==> config.mk <==
export PLATFORM = sky130hd
export DESIGN_NAME = uif_cmd_arbiter
export DESIGN_NICKNAME = d
export VERILOG_FILES = /design/src/rtl/uif_cmd_arbiter.sv
export SDC_FILE = /design/constraint.sdc
export NUM_CORES = 1
export LEC_CHECK = 0
export ABC_AREA = 1
export BUFFER_PORTS_ARGS = -buffer_cell sky130_fd_sc_hd__buf_2
export CAP_MARGIN = 20
export CORE_UTILIZATION = 50
export DETAILED_ROUTE_END_ITERATION = 8
export GPL_TIMING_DRIVEN = 0
export PLACE_DENSITY_LB_ADDON = 0.25
export SYNTH_ARGS = -nofsm -noshare
export SYNTH_HDL_FRONTEND = slang
export SYNTH_SLANG_ARGS = --single-unit
export TNS_END_PERCENT = 50
==> constraint.sdc <==
create_clock -name clk -period 2.8 [get_ports clk]
set_clock_uncertainty 0.1 [all_clocks]
set_input_delay 0.14 -clock clk [delete_from_list [all_inputs] [get_ports clk]]
set_output_delay 0.14 -clock clk [all_outputs]
set_load 0.005 [all_outputs]
==> src/rtl/uif_cmd_arbiter.sv <==
// Two-port command scheduler for the UIF controller command channel.
// Tracks HPR/LPR/TPW credits and grants into a registered, stall-aware output stage.
module uif_cmd_arbiter #(
    parameter int ADDR_W     = 32,
    parameter int ID_W       = 8,
    parameter int CREDIT_W   = 6,
    parameter int HPR_INIT   = 8,
    parameter int LPR_INIT   = 16,
    parameter int TPW_INIT   = 16,
    parameter int STARVE_LIM = 4
) (
    input  logic                clk,
    input  logic                rst,

    input  logic                p0_vld,
    output logic                p0_rdy,
    input  logic [ADDR_W-1:0]   p0_addr,
    input  logic [ID_W-1:0]     p0_id,
    input  logic [1:0]          p0_prio,
    input  logic [1:0]          p0_type,
    input  logic [1:0]          p0_bc,

    input  logic                p1_vld,
    output logic                p1_rdy,
    input  logic [ADDR_W-1:0]   p1_addr,
    input  logic [ID_W-1:0]     p1_id,
    input  logic [1:0]          p1_prio,
    input  logic [1:0]          p1_type,
    input  logic [1:0]          p1_bc,

    input  logic                hpr_crd_rtn,
    input  logic                lpr_crd_rtn,
    input  logic                tpw_crd_rtn,

    input  logic                uif_cmd_stall,
    output logic                uif_cmd_vld,
    output logic [ADDR_W-1:0]   uif_cmd_addr,
    output logic [ID_W-1:0]     uif_cmd_id,
    output logic [1:0]          uif_cmd_prio,
    output logic [1:0]          uif_cmd_type,
    output logic [1:0]          uif_cmd_bc,
    output logic                uif_port_num,

    output logic [CREDIT_W-1:0] hpr_credit,
    output logic [CREDIT_W-1:0] lpr_credit,
    output logic [CREDIT_W-1:0] tpw_credit,
    output logic                crd_ovf_err
);

    typedef enum logic [1:0] {
        CLS_HPR = 2'd0,
        CLS_LPR = 2'd1,
        CLS_TPW = 2'd2
    } cmd_class_t;

    localparam int SC_W = $clog2(STARVE_LIM + 1);
    localparam logic [SC_W-1:0]     SC_LIM   = SC_W'(STARVE_LIM);
    localparam logic [CREDIT_W-1:0] HPR_CEIL = CREDIT_W'(HPR_INIT);
    localparam logic [CREDIT_W-1:0] LPR_CEIL = CREDIT_W'(LPR_INIT);
    localparam logic [CREDIT_W-1:0] TPW_CEIL = CREDIT_W'(TPW_INIT);

    function automatic cmd_class_t classify(input logic [1:0] prio, input logic [1:0] typ);
        if (typ[0])
            return CLS_TPW;
        else if (prio >= 2'd2)
            return CLS_HPR;
        else
            return CLS_LPR;
    endfunction

    function automatic logic credit_ok(input cmd_class_t cls,
                                       input logic [CREDIT_W-1:0] h,
                                       input logic [CREDIT_W-1:0] l,
                                       input logic [CREDIT_W-1:0] t);
        case (cls)
            CLS_HPR: return h != '0;
            CLS_LPR: return l != '0;
            default: return t != '0;
        endcase
    endfunction

    // Two-way pick: a lone candidate wins, a tie goes to the round-robin pointer.
    function automatic logic [1:0] pick(input logic c0, input logic c1, input logic ptr);
        if (c0 && c1)
            return ptr ? 2'b10 : 2'b01;
        return {c1, c0};
    endfunction

    function automatic logic [CREDIT_W-1:0] credit_next(input logic [CREDIT_W-1:0] cnt,
                                                        input logic take,
                                                        input logic ret,
                                                        input logic [CREDIT_W-1:0] ceil);
        if (take && !ret)
            return cnt - 1'b1;
        if (ret && !take && cnt != ceil)
            return cnt + 1'b1;
        return cnt;
    endfunction

    cmd_class_t      p0_cls, p1_cls, win_cls;
    logic            p0_elig, p1_elig;
    logic            p0_starved, p1_starved;
    logic            p0_hpr, p1_hpr;
    logic            slot_free;
    logic [1:0]      grant;
    logic            any_grant;
    logic            win_port;
    logic            rr_ptr;
    logic [SC_W-1:0] p0_starve_cnt, p1_starve_cnt;
    logic            hpr_take, lpr_take, tpw_take;
    logic            ovf_hit;

    assign p0_cls     = classify(p0_prio, p0_type);
    assign p1_cls     = classify(p1_prio, p1_type);
    assign p0_elig    = p0_vld && credit_ok(p0_cls, hpr_credit, lpr_credit, tpw_credit);
    assign p1_elig    = p1_vld && credit_ok(p1_cls, hpr_credit, lpr_credit, tpw_credit);
    assign p0_starved = p0_elig && (p0_starve_cnt >= SC_LIM);
    assign p1_starved = p1_elig && (p1_starve_cnt >= SC_LIM);
    assign p0_hpr     = p0_elig && (p0_cls == CLS_HPR);
    assign p1_hpr     = p1_elig && (p1_cls == CLS_HPR);
    assign slot_free  = !uif_cmd_vld || !uif_cmd_stall;

    // Starvation override first, then HPR, then plain round-robin.
    always_comb begin
        grant = 2'b00;
        if (slot_free) begin
            if (p0_starved || p1_starved)
                grant = pick(p0_starved, p1_starved, rr_ptr);
            else if (p0_hpr || p1_hpr)
                grant = pick(p0_hpr, p1_hpr, rr_ptr);
            else
                grant = pick(p0_elig, p1_elig, rr_ptr);
        end
    end

    assign any_grant = grant[0] || grant[1];
    assign win_port  = grant[1];
    assign win_cls   = win_port ? p1_cls : p0_cls;
    assign p0_rdy    = grant[0];
    assign p1_rdy    = grant[1];

    assign hpr_take  = any_grant && (win_cls == CLS_HPR);
    assign lpr_take  = any_grant && (win_cls == CLS_LPR);
    assign tpw_take  = any_grant && (win_cls == CLS_TPW);

    assign ovf_hit = (hpr_crd_rtn && !hpr_take && hpr_credit == HPR_CEIL) ||
                     (lpr_crd_rtn && !lpr_take && lpr_credit == LPR_CEIL) ||
                     (tpw_crd_rtn && !tpw_take && tpw_credit == TPW_CEIL);

    // A new grant may replace an accepted command in the same cycle.
    always_ff @(posedge clk or posedge rst) begin
        if (rst) begin
            uif_cmd_vld  <= 1'b0;
            uif_cmd_addr <= '0;
            uif_cmd_id   <= '0;
            uif_cmd_prio <= '0;
            uif_cmd_type <= '0;
            uif_cmd_bc   <= '0;
            uif_port_num <= 1'b0;
        end else if (any_grant) begin
            uif_cmd_vld  <= 1'b1;
            uif_cmd_addr <= win_port ? p1_addr : p0_addr;
            uif_cmd_id   <= win_port ? p1_id   : p0_id;
            uif_cmd_prio <= win_port ? p1_prio : p0_prio;
            uif_cmd_type <= win_port ? p1_type : p0_type;
            uif_cmd_bc   <= win_port ? p1_bc   : p0_bc;
            uif_port_num <= win_port;
        end else if (uif_cmd_vld && !uif_cmd_stall) begin
            uif_cmd_vld  <= 1'b0;
        end
    end

    always_ff @(posedge clk or posedge rst) begin
        if (rst) begin
            rr_ptr        <= 1'b0;
            p0_starve_cnt <= '0;
            p1_starve_cnt <= '0;
        end else if (any_grant) begin
            rr_ptr <= !win_port;
            if (win_port) begin
                p1_starve_cnt <= '0;
                if (p0_elig && p0_starve_cnt != SC_LIM)
                    p0_starve_cnt <= p0_starve_cnt + 1'b1;
            end else begin
                p0_starve_cnt <= '0;
                if (p1_elig && p1_starve_cnt != SC_LIM)
                    p1_starve_cnt <= p1_starve_cnt + 1'b1;
            end
        end
    end

    // A same-cycle return and grant of one class cancel out.
    always_ff @(posedge clk or posedge rst) begin
        if (rst) begin
            hpr_credit  <= HPR_CEIL;
            lpr_credit  <= LPR_CEIL;
            tpw_credit  <= TPW_CEIL;
            crd_ovf_err <= 1'b0;
        end else begin
            hpr_credit <= credit_next(hpr_credit, hpr_take, hpr_crd_rtn, HPR_CEIL);
            lpr_credit <= credit_next(lpr_credit, lpr_take, lpr_crd_rtn, LPR_CEIL);
            tpw_credit <= credit_next(tpw_credit, tpw_take, tpw_crd_rtn, TPW_CEIL);
            if (ovf_hit)
                crd_ovf_err <= 1'b1;
        end
    end

endmodule

==> results of run 1 <==
through the flow:
step / instance area, µm² / hold slack (ns) / utilization, % / TNS, ns / power (W)
detailed placement: 5460 / -0.0850 / 62.9 / 0 / 0.00538
global placement: 5430 / 0.258 / 62.5 / -15.46 / 0.00526
finish: 6550 / 0.000704 / 75.4 / 0 / 0.00658
CTS: 6450 / 0.00295 / 74.3 / 0 / 0.00637
floorplan: 4450 / 0.173 / - / 0 / 0.00428
global route: 6550 / 0.0134 / 75.4 / -0.172 / 0.00715
cells by family (layout without fill, tap and decap cells):
logic type	after synthesis	in the layout	share of synthesized area, %
buffers and inverters	72	338	7.31
xor gates and xnor gates	26	26	5.28
and+or+nand+nor	295	295	32.7
AOI/OAI and AO/OA	82	82	9.61
adders and majority gates	12	12	3.37
DFF	74	74	41.7
placed cells by master (no fill, tap or decap), types with 10 or more instances in the layout:
| cell type | instances |
|---|---|
| nand3_1 | 49 |
| o21ai_0 | 31 |
| dfrtp_1 | 70 |
| nand2_1 | 152 |
| clkbuf_8 | 10 |
| nor2_1 | 37 |
| inv_1 | 30 |
| xor2_1 | 16 |
| o21ai_1 | 15 |
| inv_2 | 14 |
| ha_1 | 11 |
| dlygate4sd3_1 | 77 |
| a21oi_1 | 29 |
| buf_2 | 174 |
power groups by stage:
stage	Sequential, W	Clock [W]	Combinational, W
after floorplan	0.00197	0	0.00231
after global placement	0.00193	0	0.00333
after detailed placement	0.00195	0	0.00343
after CTS	0.00194	0.000902	0.00353
after global routing	0.00201	0.000945	0.00419
final	0.00194	0.000890	0.00374
cells in the mapped netlist, types with 2 or more instances:
cell type    n  area share [%]
nand3_2      5             1.1
inv_1       36             3.0
dfrtp_1     71              40
o211ai_1     3            0.51
nor3_1       6            0.67
nand2_8      2            0.90
nand2_2     10             1.4
o21ai_1     15             1.7
buf_2        8            0.90
dfstp_2      3             1.8
a21oi_1     29             3.3
ha_1        12             3.4
inv_2       10            0.84
nand3_1     49             5.5
o21ai_0     31             3.5
buf_4        6             1.0
clkbuf_1     9            0.76
buf_6        3            0.76
nand2_1    152              13
nor2_4       5             1.3
nor2_2       8             1.1
nand2_4      6             1.5
nand3_4      2            0.79
nand3b_1     2            0.34
nor2_1      38             3.2
xnor2_1      9             1.8
xor2_1      16             3.1
nand4_1      5            0.70
cell type report:
| class | count | area [µm²] |
|---|---|---|
| clock buffers | 10 | 138 |
| repair buffers | 250 | 1680 |
| clock inverters | 6 | 72.6 |
| flip-flops and latches | 74 | 1860 |
| multi-input cells | 415 | 2300 |
| plain buffers | 26 | 183 |
| inverters | 46 | 180 |
| well taps | 108 | 135 |
| fillers | 636 | 2130 |
worst max path at each step:
stage / start / end / slack [ns]
after global placement: rst / lpr_credit[0]$_DFFE_PP0P_ / -0.22
after detailed placement: tpw_credit[0]$_DFFE_PP0P_ / tpw_credit[5]$_DFFE_PP0P_ / 0.13
final: tpw_credit[0]$_DFFE_PP0P_ / p1_rdy / 0.14
after floorplan: lpr_credit[0]$_DFFE_PP0P_ / lpr_credit[3]$_DFFE_PP0P_ / 0.44
after global routing: lpr_credit[0]$_DFFE_PP0P_ / p0_rdy / -0.04
after CTS: tpw_credit[0]$_DFFE_PP0P_ / p0_rdy / 0.008
what timing repair did:
| item | CTS | global route |
|---|---|---|
| pin swaps | 0 | 4 |
| setup buffers | 0 | 4 |
| gates resized for setup | 4 | 23 |
| hold endpoints to repair | 118 | 0 |
| hold buffers | 77 | 0 |
| setup endpoints to repair | 2 | 59 |
worst max-delay path: stages (launching register included):
cell and delay [ns]:
dfrtp_1 0.43, inv_2 0.09, ha_2 0.21, inv_1 0.05
nor2_2 0.09, nand4_1 0.13, nand2_2 0.14, nor2_4 0.06
nand2_2 0.08, inv_1 0.05, o21ai_1 0.07, nand2_1 0.08
inv_2 0.13, nand2_8 0.10, inv_6 0.10, buf_8 0.14
buf_2 0.12
routing by layer:
| metal | GRT usage (%) | up-vias | routed length (µm) |
|---|---|---|---|
| met2 | 47.0 | 194 | 6520 |
| li1 | - | 2325 | - |
| met4 | 9.56 | 0 | 280 |
| met5 | 0 | - | 0 |
| met1 | 34.7 | 2211 | 5520 |
| met3 | 6.87 | 30 | 838 |
state kept, by name, summed over array words and instances (netlist names), 2 cells and up:
signal / flops
uif_cmd_type: 2
lpr_credit: 6
uif_cmd_bc: 2
p0_starve_cnt: 3
uif_cmd_addr: 32
p1_starve_cnt: 3
uif_cmd_id: 8
hpr_credit: 6
tpw_credit: 6
uif_cmd_prio: 2
==> results by group, run 1 <==
Setup path
  • Worst r2r src: tpw_credit[0]$_DFFE_PP0P_
  • Critical path arrival: 2.42 ns
  • Reg2reg end: uif_cmd_addr[18]$_DFFE_PP0P_
  • Worst endpoint required time: 2.56 ns
  • Worst Setup End Kind: output pin
  • CP Max Fanout: 10
  • CP Launch Type: register
  • R2R Setup Slk: 0.16 ns
  • Crit Path Class: reg2out
  • Cells on worst reg2reg path: 17

Power
  • Combinational Power Share: 56.9%
  • Clock power frac: 13.5%
  • Sw Share: 44.8%
  • Net load switching power: 0.00294 W
  • PwrDens: 1000 nW/µm²
  • Reg power frac: 29.6%
  • Lkg Pwr: 3.34 nW
  • VDD IR max: 525 µV
  • Internal: 0.00363 W

Job
  • Max Cap Violations: 0

Route
  • Avg WL per Cell: 14.1 µm
  • Total DRC errors in the routed layout: 0
  • DR vias/cell: 5.09
  • Post-route ant nets: 0
  • 1st-iter DRT viols: 233
  • DR pass1 iterations: 4
  • Vias: 4760
  • Routed wire length: 13200 µm

STA
  • Final min period: 2.66 ns
  • Rel. slew slack: 67.4%
  • Worst Tran Pin Value: 0.490 ns
  • Final setup margin: 0.142 ns
  • Fmax: 0.376 GHz
  • Final hold vios: 0
  • Part of the cycle the worst path needs: 94.9%
  • Final max-slew violation count: 0
  • Unrepaired setup endpoints after global routing: true
  • Final setup viols: 0

Place
  • Pre-CTS WS: 0.126 ns
  • I/O Buffers: 168
  • RD Place Congestion: 0.833
  • Placed cell count: 838
  • Final HPWL DP: 8180 µm

Synthesis
  • Most used DFF post-synth: dfrtp_1
  • Cells after synthesis: 561
  • Post-synthesis cell type count: 38
  • Syn_area_per_cell: 7.94 µm²
  • Asr flop ratio synth: 100%
  • Seq/Total Area, Yosys: 41.7%
  • Yosys reg bits: 74
  • Post-synth EDFFs: 0
  • Ys Warns: 0
  • Syn Nets: 673
  • Mapped Area: 4450 µm²

Layout
  • Ratio of cells with drive above 1 in the final layout: 32.9%
  • ANT cells: 0
  • Area grow syn2layout: 47.0%
  • Nets: 934
  • Fin cells: 935

Global routing
  • Total grt overflow: 0
  • First-pass GRT wire length: 19800 µm
  • Antenna violations before repair: 0
  • Global Route Usage Sum: 27.8%
  • Largest net degree at the start of global routing: 74
  • Vias in the first global route: 4359

Hold path
  • Worst Hold End: uif_cmd_addr[12]$_DFFE_PP0P_
  • Tightest Hold Check Type: in2reg
  • WHS Path Cells: 3
  • Hold_sp: p0_addr[12]

Floorplan
  • Site row count: 34
  • Die area: 9290 µm²
  • Initial Util: 51.3%
  • Die W: 96.4 µm
  • Core box area: 8680 µm²
  • I/O pin total: 169
  • Die Height: 96.4 µm

Clock network
  • Insertion delay of the later-clocked pin in the worst-skew pair: 0.36 ns
  • Sink count of the clock tree: 74
  • Clock H-tree levels: 3
  • CTS Buffer Depth: 2
  • Total CTS buffers: 9
  • CTS tree: done
  • CTS root buffer: clkbuf_8
  • Worst-path clk slew: 0.09 ns

Outcome
  • Status: completed
Note: power is estimated with default switching activity, not from simulation.
==> run 2: changes to the inputs <==
--- a/config.mk
+++ b/config.mk
@@ -8,7 +8,7 @@
 export ABC_AREA = 1
 export BUFFER_PORTS_ARGS = -buffer_cell sky130_fd_sc_hd__buf_2
 export CAP_MARGIN = 20
-export CORE_UTILIZATION = 50
+export CORE_UTILIZATION = 40
 export DETAILED_ROUTE_END_ITERATION = 8
 export GPL_TIMING_DRIVEN = 0
 export PLACE_DENSITY_LB_ADDON = 0.25
==> run 2 against run 1 <==
Net effect: clock-buffer cell count is the same; routed wire length fell by 4.2%; via count down 4.0%; flip-flop and latch count unchanged; design area about the same; non-clock buffer count down 3; die area is 24% higher; final cell count increased by 3.1%; first-iteration DRC count increased by 6.0%; largest cell class unchanged.
==> results by group, run 2 (synthesis gave the netlist of run 1 again) <==
Outcome
  • Status: completed (unchanged)

Route
  • Vias: 4568 (was 4760)
  • WL met3: 704 µm (was 838 µm)
  • Uppermost layer routed: met4 (unchanged)
  • Total DRC errors in the routed layout: 0 (unchanged)
  • Met2 WL: 6170 µm (was 6520 µm)
  • Avg WL per Cell: 13.1 µm (was 14.1 µm)
  • Routed wire length: 12600 µm (was 13200 µm)
  • DR pass1 iterations: 4 (unchanged)
  • 1st-iter DRT viols: 247 (was 233)
  • Post-route ant nets: 0 (unchanged)
  • DR vias/cell: 4.74 (was 5.09)
  • Met1 WL: 5490 µm (was 5520 µm)

Global routing
  • Total grt overflow: 0 (unchanged)
  • Antenna violations before repair: 0 (unchanged)
  • Largest net degree at the start of global routing: 49 (was 74)
  • Global Route Usage Sum: 22.4% (was 27.8%)
  • Vias in the first global route: 4481 (was 4359)
  • First-pass GRT wire length: 20400 µm (was 19800 µm)

Setup path
  • Worst endpoint required time: 2.56 ns (about the same)
  • Worst path max stage delay: 0.43 ns (about the same)
  • CP cell instances: inv_2, ha_4, inv_1, nor2_1, nand4_1, nand2_2, nor2_4, nand2_1, nand2_1, inv_2, nand2_1, nand2_4, nand2_8, inv_4, buf_6, buf_2 (was inv_2, ha_2, inv_1, nor2_2, nand4_1, nand2_2, nor2_4, nand2_2, inv_1, o21ai_1, nand2_1, inv_2, nand2_8, inv_6, buf_8, buf_2)
  • Crit Path Class: reg2out (unchanged)
  • CP Max Fanout: 10 (unchanged)
  • CP most frequent cell: nand2_1
  • Crit. Startpoint: tpw_credit[0]$_DFFE_PP0P_ (unchanged)
  • CP Launch Type: register (unchanged)
  • Crit-path slowest cell: dfrtp_1 (unchanged)
  • CP delay by family, top: simple AND/OR/NAND/NOR gates (was buffers and inverters)
  • Worst r2r src: tpw_credit[0]$_DFFE_PP0P_ (unchanged)
  • Worst Setup End Kind: output pin (unchanged)
  • R2R Setup Slk: 0.20 ns (was 0.16 ns)
  • Critical path arrival: 2.39 ns (was 2.42 ns)
  • Reg2reg end: uif_cmd_addr[30]$_DFFE_PP0P_ (was uif_cmd_addr[18]$_DFFE_PP0P_)
  • Cells on worst reg2reg path: 18 (was 17)
  • CP bufs+invs: 6 (was 7)

Hold path
  • Worst Hold End: uif_cmd_addr[14]$_DFFE_PP0P_ (was uif_cmd_addr[12]$_DFFE_PP0P_)
  • Hold_sp: p0_addr[14] (was p0_addr[12])
  • Tightest Hold Check Type: in2reg (unchanged)
  • WHS Path Cells: 3 (unchanged)

Layout
  • Commonest non-fill, non-tap cell in the layout: buf_2 (unchanged)
  • Most frequent cells in the layout: buf_2 (174), nand2_1 (152), dlygate4sd3_1 (74), dfrtp_1 (70), nand3_1 (49) (was buf_2 (174), nand2_1 (152), dlygate4sd3_1 (77), dfrtp_1 (70), nand3_1 (49))
  • Fill count: 958 (was 636)
  • Reg with most FFs: uif_cmd_addr (unchanged)
  • ANT cells: 0 (unchanged)
  • Regs by FF count: uif_cmd_addr: 32 flops, uif_cmd_id: 8 flops (unchanged)
  • Fin util: 60.3% (was 75.4%)
  • Max reg flops: 32 (unchanged)
  • Ratio of cells with drive above 1 in the final layout: 33.3% (was 32.9%)
  • Area grow syn2layout: 46.9% (was 47.0%)
  • Nets: 931 (was 934)

Clock network
  • Worst-path clk slew: 0.08 ns (was 0.09 ns)
  • Clock H-tree levels: 3 (unchanged)
  • CTS tree: done (unchanged)
  • Insertion delay of the later-clocked pin in the worst-skew pair: 0.34 ns (was 0.36 ns)
  • CTS root buffer: clkbuf_8 (unchanged)
  • Sink count of the clock tree: 74 (unchanged)
  • Total CTS buffers: 9 (unchanged)
  • CTS Buffer Depth: 2 (unchanged)

STA
  • Final setup viols: 0 (unchanged)
  • Hold_ws: 0.00929 ns (was 0.000704 ns)
  • Rel. slew slack: 66.3% (was 67.4%)
  • Part of the cycle the worst path needs: 93.8% (was 94.9%)
  • Final min period: 2.63 ns (was 2.66 ns)
  • Final setup margin: 0.173 ns (was 0.142 ns)
  • Fmax: 0.381 GHz (was 0.376 GHz)
  • Sum Neg Setup Slack: 0 ns (unchanged)
  • Final max-slew violation count: 0 (unchanged)
  • Final hold vios: 0 (unchanged)
  • Worst Tran Pin Value: 0.503 ns (was 0.490 ns)

Floorplan
  • Die area: 11600 µm² (was 9290 µm²)
  • Die Height: 107 µm (was 96.4 µm)
  • I/O pin total: 169 (unchanged)
  • Site row count: 38 (was 34)
  • Core box area: 10800 µm² (was 8680 µm²)
  • Die W: 107 µm (was 96.4 µm)
  • Initial Util: 41.1% (was 51.3%)

Power
  • VDD IR max: 502 µV (was 525 µV)
  • PwrDens: 1000 nW/µm² (about the same)
  • Clock power frac: 14.4% (was 13.5%)
  • Reg power frac: 29.8% (was 29.6%)
  • Lkg Pwr: 3.32 nW (was 3.34 nW)
  • Sw Share: 43.8% (was 44.8%)
  • Net load switching power: 0.00287 W (was 0.00294 W)
  • Overall power: 0.00654 W (was 0.00658 W)
  • Combinational Power Share: 55.8% (was 56.9%)
  • Internal: 0.00368 W (was 0.00363 W)

Place
  • Final HPWL DP: 8530 µm (was 8180 µm)
  • RD Place Congestion: 0.824 (was 0.833)
  • Pre-CTS WS: 0.0799 ns (was 0.126 ns)
  • I/O Buffers: 168 (unchanged)

Job
  • Max Cap Violations: 0 (unchanged)
run 2: worst min-delay path, cell delays in order:
cell and delay [ns]:
buf_2 0.07, o21ai_0 0.07, a21oi_1 0.13
run 2: per-layer routing:
metal	GRT usage, %	vias to the layer above
met2	39.2	154
met3	5.99	20
met5	0	-
met1	27.2	2077
met4	5.38	0
li1	-	2317
run 2: power by group through the flow:
stage	logic [W]	registers, W	clock network (W)
after floorplan	0.00231	0.00197	0
after global placement	0.00337	0.00193	0
after detailed placement	0.00347	0.00194	0
after CTS	0.00356	0.00194	0.000975
after global routing	0.00413	0.00201	0.00102
final	0.00365	0.00195	0.000944
run 2: how the worst max path moves through the flow:
stage	end	cells after the start
2_1_floorplan	lpr_credit[3]$_DFFE_PP0P_	20
3_3_place_gp	lpr_credit[1]$_DFFE_PP0P_	2
3_5_place_dp	uif_cmd_addr[17]$_DFFE_PP0P_	17
4_1_cts	p1_rdy	16
5_1_grt	p1_rdy	16
6_report	p1_rdy	16
run 2: cell type report:
class	instances	area (µm²)	area share (%)
plain buffers	25	160	2.45
clock buffers	10	138	2.10
clock inverters	6	88.8	1.36
inverters	46	178	2.72
multi-input cells	415	2300	35.1
flip-flops and latches	74	1860	28.4
well taps	140	175	2.68
repair buffers	248	1650	25.2
run 2: repair_timing:
| action | CTS | global route |
|---|---|---|
| pin swaps | 0 | 1 |
| hold buffers | 74 | 0 |
| setup buffers | 0 | 5 |
| setup endpoints to repair | 2 | 72 |
| resized for setup | 5 | 17 |
| endpoints found under the hold margin | 73 | 0 |
run 2: metrics by stage:
stage / cells / area, µm²
2_1_floorplan: 561 / 4450
3_3_place_gp: 869 / 5470
3_5_place_dp: 870 / 5500
4_1_cts: 960 / 6480
5_1_grt: 964 / 6540
6_report: 964 / 6540
